**config.mk**
```make
export PLATFORM = sky130hd
export DESIGN_NAME = mem_arbiter_flat
export DESIGN_NICKNAME = d
export VERILOG_FILES = /design/src/rtl/mem_arbiter_if.sv /design/src/rtl/mem_arbiter.sv /design/src/flat_wrapper.sv
export SDC_FILE = /design/constraint.sdc
export NUM_CORES = 1
export LEC_CHECK = 0
export ABC_AREA = 1
export CORE_AREA = 2 2 339 341
export CTS_CLUSTER_SIZE = 28
export DETAILED_ROUTE_END_ITERATION = 8
export DIE_AREA = 0 0 341 343
export PLACE_DENSITY = 0.38
export SYNTH_ARGS = -nofsm -noshare
export SYNTH_HDL_FRONTEND = slang
export SYNTH_SLANG_ARGS = --single-unit
```
**constraint.sdc**
```tcl
create_clock -name clk -period 3.6 [get_ports clk]
set_input_delay 0.72 -clock clk [delete_from_list [all_inputs] [get_ports clk]]
set_output_delay 0.72 -clock clk [all_outputs]
set_load 0.01 [all_outputs]
```
**src/rtl/mem_arbiter_if.sv**
```systemverilog
// mem_arbiter_if: bundles the two cache memory ports, the shared slow_memory
// port and the sticky error flags seen by the bench.
//   slave  modport : used by mem_arbiter (takes cache requests and memory
//                    replies, drives memory requests and cache replies)
//   master modport : used by the environment (caches + slow_memory + bench)
interface mem_arbiter_if #(
    parameter int ADDR_W = 28,
    parameter int DATA_W = 128
);
    // I-cache port
    logic              i_read;
    logic              i_write;
    logic [ADDR_W-1:0] i_addr;
    logic [DATA_W-1:0] i_wdata;
    logic [DATA_W-1:0] i_rdata;
    logic              i_ready;
    // D-cache port
    logic              d_read;
    logic              d_write;
    logic [ADDR_W-1:0] d_addr;
    logic [DATA_W-1:0] d_wdata;
    logic [DATA_W-1:0] d_rdata;
    logic              d_ready;
    // shared slow_memory port
    logic              mem_read;
    logic              mem_write;
    logic [ADDR_W-1:0] mem_addr;
    logic [DATA_W-1:0] mem_wdata;
    logic [DATA_W-1:0] mem_rdata;
    logic              mem_ready;
    // sticky error flags
    logic              proto_err;
    logic              timeout_err;

    modport slave (
        input  i_read, i_write, i_addr, i_wdata,
        output i_rdata, i_ready,
        input  d_read, d_write, d_addr, d_wdata,
        output d_rdata, d_ready,
        output mem_read, mem_write, mem_addr, mem_wdata,
        input  mem_rdata, mem_ready,
        output proto_err, timeout_err
    );

    modport master (
        output i_read, i_write, i_addr, i_wdata,
        input  i_rdata, i_ready,
        output d_read, d_write, d_addr, d_wdata,
        input  d_rdata, d_ready,
        input  mem_read, mem_write, mem_addr, mem_wdata,
        output mem_rdata, mem_ready,
        input  proto_err, timeout_err
    );
endinterface

```
**src/rtl/mem_arbiter.sv**
```systemverilog
// mem_arbiter: shares one slow_memory between the I-cache and D-cache ports.
// One port is granted at a time; its request is passed straight through to
// memory and mem_ready is routed back only to that port. Flags read+write on
// one port (proto_err) and grants that wait TIMEOUT cycles (timeout_err).
// Ports:
//   clk  - clock
//   rst  - asynchronous active-high reset
//   bus  - mem_arbiter_if.slave: cache ports, memory port, error flags
module mem_arbiter #(
    parameter int ADDR_W       = 28,
    parameter int DATA_W       = 128,
    parameter int TIMEOUT      = 64,
    parameter int FIXED_PRIO_D = 0
) (
    input  logic          clk,
    input  logic          rst,
    mem_arbiter_if.slave  bus
);
    typedef enum logic [1:0] {IDLE, GRANT_I, GRANT_D} state_t;

    localparam int CNT_W = $clog2(TIMEOUT + 1);
    localparam logic [CNT_W-1:0] CNT_MAX = CNT_W'(TIMEOUT);

    state_t            state, state_nxt;
    logic              last_d, last_d_nxt;   // 1: last completed grant was D
    logic [CNT_W-1:0]  wait_cnt;
    logic              proto_q, timeout_q;
    logic              req_i, req_d;
    logic              g_read, g_write;
    logic [ADDR_W-1:0] g_addr;
    logic [DATA_W-1:0] g_wdata;

    assign req_i = bus.i_read | bus.i_write;
    assign req_d = bus.d_read | bus.d_write;

    always_ff @(posedge clk or posedge rst) begin
        if (rst) begin
            state  <= IDLE;
            last_d <= 1'b0;
        end else begin
            state  <= state_nxt;
            last_d <= last_d_nxt;
        end
    end

    always_comb begin
        state_nxt  = state;
        last_d_nxt = last_d;
        g_read     = 1'b0;
        g_write    = 1'b0;
        g_addr     = '0;
        g_wdata    = '0;
        case (state)
            IDLE: begin
                if (req_i && req_d)
                    state_nxt = (FIXED_PRIO_D != 0 || !last_d) ? GRANT_D : GRANT_I;
                else if (req_i)
                    state_nxt = GRANT_I;
                else if (req_d)
                    state_nxt = GRANT_D;
            end
            GRANT_I: begin
                g_read  = bus.i_read;
                g_write = bus.i_write;
                g_addr  = bus.i_addr;
                g_wdata = bus.i_wdata;
                if (bus.mem_ready) begin
                    state_nxt  = IDLE;
                    last_d_nxt = 1'b0;
                end else if (!req_i) begin
                    state_nxt  = IDLE;   // cache withdrew; abandon quietly
                end
            end
            GRANT_D: begin
                g_read  = bus.d_read;
                g_write = bus.d_write;
                g_addr  = bus.d_addr;
                g_wdata = bus.d_wdata;
                if (bus.mem_ready) begin
                    state_nxt  = IDLE;
                    last_d_nxt = 1'b1;
                end else if (!req_d) begin
                    state_nxt  = IDLE;
                end
            end
            default: state_nxt = IDLE;
        endcase
    end

    // Counter is zero during the first grant cycle because IDLE clears it;
    // timeout_err rises on the same edge the counter reaches TIMEOUT.
    always_ff @(posedge clk or posedge rst) begin
        if (rst) begin
            wait_cnt  <= '0;
            proto_q   <= 1'b0;
            timeout_q <= 1'b0;
        end else begin
            if (state == IDLE)
                wait_cnt <= '0;
            else if (!bus.mem_ready && wait_cnt != CNT_MAX)
                wait_cnt <= wait_cnt + 1'b1;
            if (state != IDLE && !bus.mem_ready && wait_cnt == CNT_MAX - 1'b1)
                timeout_q <= 1'b1;
            if ((bus.i_read & bus.i_write) | (bus.d_read & bus.d_write))
                proto_q <= 1'b1;
        end
    end

    // write wins when a port asserts both
    assign bus.mem_read    = g_read & ~g_write;
    assign bus.mem_write   = g_write;
    assign bus.mem_addr    = g_addr;
    assign bus.mem_wdata   = g_wdata;
    assign bus.i_rdata     = bus.mem_rdata;
    assign bus.d_rdata     = bus.mem_rdata;
    assign bus.i_ready     = bus.mem_ready & (state == GRANT_I);
    assign bus.d_ready     = bus.mem_ready & (state == GRANT_D);
    assign bus.proto_err   = proto_q;
    assign bus.timeout_err = timeout_q;
endmodule

```
**src/flat_wrapper.sv**
```systemverilog
// flat-port wrapper written by rule: the top's interface ports become plain ports
module mem_arbiter_flat 
#(
    parameter int ADDR_W       = 28,
    parameter int DATA_W       = 128,
    parameter int TIMEOUT      = 64,
    parameter int FIXED_PRIO_D = 0
)
  (clk, rst, bus_i_read, bus_i_write, bus_i_addr, bus_i_wdata, bus_i_rdata, bus_i_ready, bus_d_read, bus_d_write, bus_d_addr, bus_d_wdata, bus_d_rdata, bus_d_ready, bus_mem_read, bus_mem_write, bus_mem_addr, bus_mem_wdata, bus_mem_rdata, bus_mem_ready, bus_proto_err, bus_timeout_err);
  mem_arbiter_if #(.ADDR_W(ADDR_W), .DATA_W(DATA_W)) bus_i ();
  input  logic clk;
  input  logic rst;
  input wire logic [$bits(bus_i.i_read)-1:0] bus_i_read;
  input wire logic [$bits(bus_i.i_write)-1:0] bus_i_write;
  input wire logic [$bits(bus_i.i_addr)-1:0] bus_i_addr;
  input wire logic [$bits(bus_i.i_wdata)-1:0] bus_i_wdata;
  output wire logic [$bits(bus_i.i_rdata)-1:0] bus_i_rdata;
  output wire logic [$bits(bus_i.i_ready)-1:0] bus_i_ready;
  input wire logic [$bits(bus_i.d_read)-1:0] bus_d_read;
  input wire logic [$bits(bus_i.d_write)-1:0] bus_d_write;
  input wire logic [$bits(bus_i.d_addr)-1:0] bus_d_addr;
  input wire logic [$bits(bus_i.d_wdata)-1:0] bus_d_wdata;
  output wire logic [$bits(bus_i.d_rdata)-1:0] bus_d_rdata;
  output wire logic [$bits(bus_i.d_ready)-1:0] bus_d_ready;
  output wire logic [$bits(bus_i.mem_read)-1:0] bus_mem_read;
  output wire logic [$bits(bus_i.mem_write)-1:0] bus_mem_write;
  output wire logic [$bits(bus_i.mem_addr)-1:0] bus_mem_addr;
  output wire logic [$bits(bus_i.mem_wdata)-1:0] bus_mem_wdata;
  input wire logic [$bits(bus_i.mem_rdata)-1:0] bus_mem_rdata;
  input wire logic [$bits(bus_i.mem_ready)-1:0] bus_mem_ready;
  output wire logic [$bits(bus_i.proto_err)-1:0] bus_proto_err;
  output wire logic [$bits(bus_i.timeout_err)-1:0] bus_timeout_err;
  assign bus_i.i_read = bus_i_read;
  assign bus_i.i_write = bus_i_write;
  assign bus_i.i_addr = bus_i_addr;
  assign bus_i.i_wdata = bus_i_wdata;
  assign bus_i_rdata = bus_i.i_rdata;
  assign bus_i_ready = bus_i.i_ready;
  assign bus_i.d_read = bus_d_read;
  assign bus_i.d_write = bus_d_write;
  assign bus_i.d_addr = bus_d_addr;
  assign bus_i.d_wdata = bus_d_wdata;
  assign bus_d_rdata = bus_i.d_rdata;
  assign bus_d_ready = bus_i.d_ready;
  assign bus_mem_read = bus_i.mem_read;
  assign bus_mem_write = bus_i.mem_write;
  assign bus_mem_addr = bus_i.mem_addr;
  assign bus_mem_wdata = bus_i.mem_wdata;
  assign bus_i.mem_rdata = bus_mem_rdata;
  assign bus_i.mem_ready = bus_mem_ready;
  assign bus_proto_err = bus_i.proto_err;
  assign bus_timeout_err = bus_i.timeout_err;
  mem_arbiter #(.ADDR_W(ADDR_W), .DATA_W(DATA_W), .TIMEOUT(TIMEOUT), .FIXED_PRIO_D(FIXED_PRIO_D)) u_core (.clk(clk), .rst(rst), .bus(bus_i));
endmodule
```
* Word-level counts from Yosys, hierarchy flattened
Cells that the tools add are included.
** Storage, ports and cells
- Output and inout bits :: 418
- Register bits after elaboration :: 12
- Bits of input ports :: 447
** Cells by class
- Equality and inequality tests :: 9
- Bitwise operators :: 9
- Add/sub/neg operators :: 1
- Reductions and logical operators :: 11
- Mux-type cells :: 18
** Operators with widths (count)
- $pmux 128 s2 :: 1
- $pmux 28 s2 :: 1
- $mux 2 :: 8
- $mux 7 :: 2
- $add 7x1->7 const B :: 1
- $eq 7x6->1 const B :: 1
- $ne 7x7->1 const B :: 1
- $ne 3x3->1 const B :: 2
- $pmux 1 s2 :: 3
- $pmux 2 s3 :: 1
- $reduce_and 3->1 :: 2
- $reduce_bool 2->1 :: 3
- $and 1x1->1 :: 5
- $logic_and 1x1->1 :: 4
- $ne 2x2->1 const B :: 2
- $ne 4x1->1 const B :: 1
- $or 1x1->1 :: 3
- $eq 2x1->1 const B :: 1
- $eq 2x2->1 const B :: 1
- $logic_not 2->1 :: 1
- $mux 1 :: 2
- $logic_not 1->1 :: 1
- $not 1->1 :: 1

* Logic depth before layout (Yosys ltp)
- Depth in word-level cells :: 5
- Depth in mapped cells :: 10
- Depth with buffers taken out :: 10

* Least setup slack after synthesis
Ideal clock, no wire load.
- Kind :: register to output
- Start :: register u_core.state[0]
- End :: output port bus_mem_addr[0]
- Arrival time :: 1.254 ns
- Path slack :: 1.626 ns
- Required time :: 2.880 ns
- Path buffers :: 3
- Cell stages (with the launch flop) :: 8
- Cell sequence :: dfrtp_1 inv_1 ha_1 buf_4 buf_6 buf_2 nand2_1 a21oi_1
** Between the ends
- Cells in the longest elaborated chain, start to end :: 2
- Elaborated cells between the ends (all ways) :: 3
- Classes of those cells :: eq/ne: 2; mux: 1
** Ends and longest elaborated chain
- start: declaration :: RTL line mem_arbiter.sv:24 : state_t state, state_nxt;
- start signal: assignment :: RTL line mem_arbiter.sv:41 : state <= state_nxt;
- $eq 2x2->1 or $eq 2x1->1 (tied branches) :: RTL line mem_arbiter.sv:53 : case (state)
- $pmux 28 s2 (*) :: RTL line mem_arbiter.sv:53
- end: declaration :: RTL line flat_wrapper.sv:27 : output wire logic [$bits(bus_i.mem_addr)-1:0] bus_mem_addr;
Mark *: on every way between the ends. The rest lies on a longest branch, timed or not.

* Worst setup path in the final report
- Start :: register u_core.state[0]
- End :: output port bus_mem_wdata[114]
** Between the ends
- Cells in the longest elaborated chain, start to end :: 2
- Elaborated cells between the ends (all ways) :: 3
- Classes of those cells :: eq/ne: 2; mux: 1
** Ends and longest elaborated chain
- $eq 2x2->1 or $eq 2x1->1 (tied branches) :: RTL line mem_arbiter.sv:53
- $pmux 128 s2 (*) :: RTL line mem_arbiter.sv:53
- end: declaration :: RTL line flat_wrapper.sv:28 : output wire logic [$bits(bus_i.mem_wdata)-1:0] bus_mem_wdata;
Marked as above.

==> out/results.ini <==
[floorplan]
placeableCoreArea_sq_um=113400
std_cell_rows=124
die_area_sq_um=117000
start_util_pct=4.361
die_y_um=343
fp.dieW_um=341
pin_count=865

[placed_design]
io_buffer_count=480
dp_hpwl_um=54370
place.gp.congestion=0.7538
pre_cts_ws_ps=292.7

[setup_path]
reg2reg_to=u_core.wait_cnt[3]
reg2reg_depth=7
crit_start=u_core.state[0]
r2r-start=u_core.state[0]
start_kind=flip-flop
required_ps=2880
cp_data_arrival_time_ps=2750
crit_type=flip-flop to primary output
r2r_setup_slack_ps=1990
cp_max_fo=66
endpoint_kind=primary output
worstSetupEndpoint=bus_mem_wdata[114]

[worst_hold_path]
hp-class=flip-flop to flip-flop

[routing]
dr.pass1.iters=5
drt_iter0_markers=305
drc=0
via_per_inst=2.495
vias=6464
wirelength_um=60890
ant_nets=0
wl_per_cell_um=23.50

[pwr]
p_leak_nw=2.898
switching_share_pct=57.81
p_total_w=0.004864
p_int_w=0.002052
seqPwrFrac_pct=3.9
pwr-share-comb_pct=91.3
vdd_ir_drop_max_mv=0.3621
clkPwrFrac_pct=4.8
power_density_nw_per_um2=502.1
p_switching_w=0.002812

[yosys]
synthAdderAreaFrac_pct=1.265
syn_inst=880
synth_top_family_by_area=buffers and inverters
avgSynthCellArea_sq_um=5.620
ys_types=22
ys_ff_latch=12
synth-simple-area-share_pct=28.36
synth_nets=1332
synth_xor_area_share_pct=0.1771
ys_seq_area_share_pct=6.071
yosysWarnings=0
syn_area_sq_um=4946
synth_compound_area_share_pct=17.15
muxShareOfSynthArea_pct=0

[sta]
setup_viol=0
drv_slew=0
fmax_ghz=0.2882
min_period_ps=3470
finalWorstSetupSlack_ps=130.5
period_share_pct=96.38
worst_pin_slew_ps=601.5
max_slew_margin_pct=59.77
fin_setup_tns_ps=0
grt_setup_unrepaired=false
hold_viol=0
finClkSkew_ps=4.027

[grt]
grt_max_degree=71
grt_util_all_layers_pct=9.771
grt_overflow=0
grt_pass1_vias=6758
grt_pass1_wl_um=74240
antenna_found_initial=20

[run_status]
status=completed

[final_layout]
nets=1525
layout-drive-gt1-share_pct=4.757
area_growth_pct=95.88

[clock_network]
post-cts-setup-buffer-count=0
cts_buffers=3
postCtsHoldBufs=0
cts_tree=done
htree_levels=1
clock-sinks=12
cts_root_buffer=clkbuf_16
path_clk_slew_ps=50
clk_latency_ps=240
clk_path_buf_depth=2
post_cts_resized=0

[flow_run]
cap_violations=0

[kinds of logic after synthesis]
logic type / Yosys count
AND/OR/NAND/NOR: 368
buffers and inverters: 327
AO/OA/AOI/OAI: 167
flip-flops: 12
adder cells (fa/ha/maj): 5
XOR/XNOR: 1
[stage by stage]
stage	util (%)	hold slack (ps)	std cells	cell area [sq um]
after floorplan	-	458.4	880	4946
after global placement	8.442	489.4	2580	9574
after detailed placement	8.442	491.6	2580	9574
after CTS	8.520	504.6	2584	9663
after global routing	8.527	528.8	2584	9671
final	8.542	501.7	2591	9688
[worst min-delay path by stage]
stage / start / slack (ps) / end / depth (start not counted)
after global routing: u_core.last_d / 530 / u_core.last_d / 2
after global placement: u_core.last_d / 490 / u_core.last_d / 2
final: u_core.last_d / 500 / u_core.last_d / 2
after floorplan: u_core.last_d / 460 / u_core.last_d / 2
after detailed placement: u_core.last_d / 490 / u_core.last_d / 2
after CTS: u_core.last_d / 500 / u_core.last_d / 2
[layout by cell type (no fill, tap or decap), drive strengths merged]
cell and count:
xor2 1, nor2 10, a21oi 158, buf 40, o211ai 1, o21bai 1
diode 7, o21ai 5, clkdlybuf4s50 457, dfrtp 12, nand4 1, nand2 344
a211oi 1, inv 18, clkbuf 4, ha 5, nand3 12, a221o 1
nor3 1
[final cells by class]
cell class                 instances  area, sq um
multi-input combinational        541         2355
tap                             1512         1892
antenna                            7        17.52
inverter                          18        72.57
sequential                        12        300.3
fill                           13340       103700
clock buffer                       4        88.84
timing repair buffer             497         4962
[Yosys cell counts (all sizes together)]
library cell | count | share of area (%)
a221o | 1 | 0.20
buf | 307 | 45
o21ai | 5 | 0.51
a21oi | 158 | 16
clkbuf | 2 | 0.15
nand3 | 12 | 1.2
dfrtp | 12 | 6.1
nor3 | 1 | 0.10
ha | 5 | 1.3
a211oi | 1 | 0.15
o21bai | 1 | 0.15
nand2 | 344 | 26
xor2 | 1 | 0.18
o211ai | 1 | 0.15
nor2 | 10 | 0.76
nand4 | 1 | 0.13
inv | 18 | 1.4
[per-layer routing]
layer | global-route usage [%] | wire length (um)
met1 | 10.60 | 23050
met2 | 15.24 | 26260
met3 | 7.851 | 10840
met5 | 0.7212 | 181
met4 | 0.9086 | 558
[state kept, by name, summed over array words and instances (netlist names)]
name / count
u_core.bus.proto_err: 1
u_core.bus.timeout_err: 1
u_core.last_d: 1
u_core.state: 2
u_core.wait_cnt: 7
[worst max-delay path: stages (launching register included)]
cell and delay (ps):
dfrtp_1 430, inv_1 140, ha_4 180, buf_12 300, buf_4 320, nand2_1 70
a21oi_1 300, clkdlybuf4s50_1 650
[power by group through the flow]
stage	sequential [W]	clock, W	combinational (W)
4_1_cts	0.000192	0.000239	0.00467
5_1_grt	0.000196	0.000244	0.00486
2_1_floorplan	0.000183	0	0.00211
6_report	0.000192	0.000233	0.00444
3_3_place_gp	0.000194	0	0.00469
3_5_place_dp	0.000193	0	0.00464
Power figures use the tool's default switching activity.
